===== config.mk =====
export PLATFORM = sky130hd
export DESIGN_NAME = sap1_datapath
export DESIGN_NICKNAME = d
export VERILOG_FILES = /design/src/rtl/sap1_datapath.sv
export SDC_FILE = /design/constraint.sdc
export NUM_CORES = 1
export LEC_CHECK = 0
export BUFFER_PORTS_ARGS = -buffer_cell sky130_fd_sc_hd__clkbuf_2
export CORE_MARGIN = 2
export CORE_UTILIZATION = 45
export DETAILED_ROUTE_END_ITERATION = 10
export PLACE_DENSITY = 0.71
export SYNTH_ARGS = -nofsm -noshare
export SYNTH_HDL_FRONTEND = slang
export SYNTH_SLANG_ARGS = --single-unit

===== constraint.sdc =====
create_clock -name clk -period 3.21 [get_ports clk]
set_input_delay 0.321 -clock clk [delete_from_list [all_inputs] [get_ports clk]]
set_output_delay 0.321 -clock clk [all_outputs]
set_load 0.01 [all_outputs]

===== src/rtl/sap1_datapath.sv =====
// SAP-1 datapath: PC, MAR, 16x8 RAM, IR, A, B and adder/subtractor around a shared bus.
// Define SAP1_FLAGS_EN to add the carry/zero flag registers and their flag_c/flag_z outputs.
module sap1_datapath #(
    parameter int RAM_DEPTH = 16,
    parameter int DATA_W    = 8
) (
    input  logic              clk,
    input  logic              rst,
    input  logic [11:0]       ctrl,
    input  logic              prog_mode,
    input  logic              prog_we,
    input  logic [3:0]        prog_addr,
    input  logic [DATA_W-1:0] prog_data,
    output logic [3:0]        opcode,
    output logic [DATA_W-1:0] bus,
    output logic [DATA_W-1:0] a_out,
    output logic              halted,
    output logic              bus_conflict
`ifdef SAP1_FLAGS_EN
    ,
    output logic              flag_c,
    output logic              flag_z
`endif
);

    logic hlt, pc_inc, pc_en, mem_load, mem_en, ir_load, ir_en;
    logic a_load, a_en, b_load, adder_sub, adder_en;

    assign hlt       = ctrl[11];
    assign pc_inc    = ctrl[10];
    assign pc_en     = ctrl[9];
    assign mem_load  = ctrl[8];
    assign mem_en    = ctrl[7];
    assign ir_load   = ctrl[6];
    assign ir_en     = ctrl[5];
    assign a_load    = ctrl[4];
    assign a_en      = ctrl[3];
    assign b_load    = ctrl[2];
    assign adder_sub = ctrl[1];
    assign adder_en  = ctrl[0];

    logic [3:0]        pc;
    logic [3:0]        mar;
    logic [DATA_W-1:0] ir;
    logic [DATA_W-1:0] a;
    logic [DATA_W-1:0] b;
    logic [DATA_W-1:0] ram [RAM_DEPTH];
    logic [DATA_W-1:0] sum;
    logic [4:0]        bus_drivers;

    // Subtraction is a + ~b + 1; the extra top bit is the carry (1 = no borrow).
`ifdef SAP1_FLAGS_EN
    logic [DATA_W:0] sum_full;
    logic            carry;
    assign sum_full = {1'b0, a} + {1'b0, (adder_sub ? ~b : b)} + {{DATA_W{1'b0}}, adder_sub};
    assign sum      = sum_full[DATA_W-1:0];
    assign carry    = sum_full[DATA_W];
`else
    assign sum = a + (adder_sub ? ~b : b) + {{(DATA_W-1){1'b0}}, adder_sub};
`endif

    always_comb begin
        bus = '0;
        if (pc_en)
            bus = {{(DATA_W-4){1'b0}}, pc};
        else if (mem_en)
            bus = ram[mar];
        else if (ir_en)
            bus = {{(DATA_W-4){1'b0}}, ir[3:0]};
        else if (a_en)
            bus = a;
        else if (adder_en)
            bus = sum;
    end

    // Clearing the lowest set bit leaves something only if two or more drivers are on.
    assign bus_drivers  = {pc_en, mem_en, ir_en, a_en, adder_en};
    assign bus_conflict = |(bus_drivers & (bus_drivers - 5'd1));

    assign opcode = ir[DATA_W-1:DATA_W-4];
    assign a_out  = a;

    always_ff @(posedge clk or posedge rst) begin
        if (rst) begin
            pc     <= '0;
            mar    <= '0;
            ir     <= '0;
            a      <= '0;
            b      <= '0;
            halted <= 1'b0;
        end else if (!prog_mode && !halted) begin
            if (hlt) begin
                halted <= 1'b1;
            end else begin
                if (mem_load) mar <= bus[3:0];
                if (ir_load)  ir  <= bus;
                if (a_load)   a   <= bus;
                if (b_load)   b   <= bus;
                if (pc_inc)   pc  <= pc + 4'd1;
            end
        end
    end

`ifdef SAP1_FLAGS_EN
    always_ff @(posedge clk or posedge rst) begin
        if (rst) begin
            flag_c <= 1'b0;
            flag_z <= 1'b0;
        end else if (!prog_mode && !halted && !hlt && adder_en && a_load) begin
            flag_c <= carry;
            flag_z <= (sum == '0);
        end
    end
`endif

    // Program-load port; RAM has no reset so a program survives rst.
    always_ff @(posedge clk) begin
        if (prog_mode && prog_we)
            ram[prog_addr] <= prog_data;
    end

endmodule


==> reports/metrics.yaml <==
core_area_sq_mm: 0.01531
syn-cell-area_sq_mm: 0.007122
power_density_mw_per_mm2: 599.0
initial_core_util: 0.4650
synth_flop_cell: "edfxtp_1"
place_ws_ns: 0.2272
worstPathRequired_ns: 2.89
antenna_found_initial: 0
drt_wl_total_um: 15500
cts_buffer_depth: 2
syn_to_final_growth_pct: 16.29
drc: 0
setup_viol: 0
first_iter_violations: 462
rsz0062_at_grt: "true"
worstSetupPathType: "flop to output port"
utilization: 0.5408
critPathCaptureType: "output port"
seq_area_sq_mm: 0.004669
period_share: 0.9690
cts_buffers: 17
status: "completed"
grt_pass1_vias: 4238
synthArstFlopShare: 0.2050
relSlewSlack: 0.3850
numClockSinks: 161
syn_area_per_cell_sq_um: 15.62
num_vias: 4325
tightest_slew_ns: 0.9191
netlist.area_leader.share: 0.5397
yosysWarnings: 0
overflow: 0
crit_fanout: 7
syn-num-nets: 492
cts_htree_levels: 4
vias_per_cell: 5.790
yosys-top-cells-count: "128 x edfxtp_1, 34 x nand2_1, 33 x dfrtp_1, 26 x mux4_2, 24 x nor2_1"
grt_start_max_net_pins: 34
ys_ff_latch: 161
grt_pass1_wl_um: 24260
portBuffers: 49
arrival_ns: 2.79
num_rows: 45
yosysTopAreaCell: "edfxtp_1"
synth_cells: 456
cts_tree: "yes"
cap_violations: 0
fin_ws_ns: 0.09939
met3_usage: 0.05248
seq_area_frac_synth: 0.6557
place_congestion: 0.8949
final_hold_viol_count: 0
clockRootBuffer: "clkbuf_16"
met1_usage: 0.2630
multi_input_area_sq_mm: 0.002290
antennaDiodeCount: 0
die_h_um: 129.8
wl_per_cell_um: 20.74
max_freq_mhz: 321.5
clkLatencyLatePin_ns: 0.43
fin_nets: 559
hold_class: "primary input to flop"
power_leakage_uw: 0.003053
fp.dieArea_sq_mm: 0.01685
synth_edf_count: 128
peakVddDrop_v: 0.0004026
skew_ns: 0.008287
layout-drive-gt1-share: 0.2649
ys_top_cells_by_area: "edfxtp_1 54%, dfrtp_1 12%, mux4_2 8.2%"
num-fill-cells: 1234
min_period_ns: 3.111
dieWidth_um: 129.8
synth.distinct_cells: 64
synth_most_common_cell: "edfxtp_1"
firstDrtPassIters: 4
met2_usage: 0.3234
antenna_left: 0
worstSetupStartpointType: "flop"
place_hpwl_um: 10320
grt_usage: 0.1974
slew_violations: 0
io_pins: 50
grt.busiest_layer: "met2"
clk_pin_slew_worst_paths_ns: 0.06
-- sequential cells by signal, indices dropped and copies added (netlist names) --
signal  count
ir          8
a_out       8
ram       128
pc          4
mar         4
b           8
halted      1
-- final timing paths --
kind	startpoint	end	slack (ns)	cells past startpoint
min	ctrl[11]	halted$_DFFE_PP0P_	0.12	2
max	b[2]$_DFFE_PP0P_	bus[7]	0.1	8
min reg2reg	pc[3]$_DFFE_PP0P_	pc[3]$_DFFE_PP0P_	0.49	1
max in group asynchronous	rst	b[0]$_DFFE_PP0P_	2.37	4
max reg2reg	b[0]$_DFFE_PP0P_	ir[6]$_DFFE_PP0P_	0.71	7
min in group asynchronous	rst	halted$_DFFE_PP0P_	0.53	4
-- final cells by class --
type	instances	share of cell area
repair buffers	72	0.05273
clock inverters	13	0.01647
inverters	14	0.006345
clock buffers	19	0.05227
well taps	211	0.03188
flip-flops and latches	161	0.5638
multi-input cells	257	0.2765
-- critical path: stages (launching register included) --
cell and delay, ns:
dfrtp_1 0.40, xor2_1 0.17, ha_1 0.39, a21o_1 0.22, a22o_1 0.27, and4_1 0.19
nor4_2 0.43, o21ai_1 0.14, clkbuf_2 0.14
-- placed cells by master (no fill, tap or decap), drive strengths merged, types with 3 or more instances in the layout --
cell type and n:
or3 3, a211oi 3, mux2i 5, nor3b 3
nor2 25, o41ai 4, nor2b 5, ha 7
and2 3, mux4 35, nor3 12, xnor2 3
clkinv 9, o21ai 30, a311oi 3, inv 15
clkbuf 68, buf 22, edfxtp 128, a21oi 9
o22ai 4, dfrtp 33, nand2 34, nand2b 9
o31ai 4, xor2 9, a21o 4, a31oi 3
mux2 5
-- kinds of logic after synthesis --
group	count (synthesis)	share of synthesized area
adders and majority gates	8	0.01511
AOI/OAI and AO/OA	82	0.08047
buffers and inverters	38	0.02653
xor gates and xnor gates	12	0.01476
muxes	45	0.1304
and+or+nand+nor	110	0.07713
DFF	161	0.6557
-- power breakdown --
| part | switching, uW | total, uW | internal [uW] |
|---|---|---|---|
| clock network | 808 | 1950 | 1140 |
| registers | 53.7 | 2370 | 2320 |
| logic | 351 | 637 | 286 |
| total | 1210 | 4960 | 3750 |
-- layer usage --
layer  share of wire  vias up
met2            0.49      158
met3           0.063       29
li1                -     1938
met1            0.43     2200
met5               0        -
met4           0.020        0
-- repair_timing --
item                                    CTS  global route
endpoints found under the setup margin    3             8
hold buffers                              1             0
pin swaps                                 0             1
hold endpoints to repair                 33             0
buffers inserted                          0             1
gates resized for setup                   3             7
-- stage by stage --
stage | hold slack (ns) | instances | setup TNS (ns) | area [sq um] | power, uW
2_1_floorplan | 0.4199 | 456 | 0 | 7122 | 2835
3_3_place_gp | 0.4121 | 713 | 0 | 7652 | 3007
3_5_place_dp | 0.4209 | 713 | 0 | 7652 | 3030
4_1_cts | 0.1055 | 746 | 0 | 8248 | 4975
5_1_grt | 0.1040 | 747 | -0.06329 | 8282 | 5164
6_report | 0.1154 | 747 | 0 | 8282 | 4961
(Power assumes the default switching activity.)
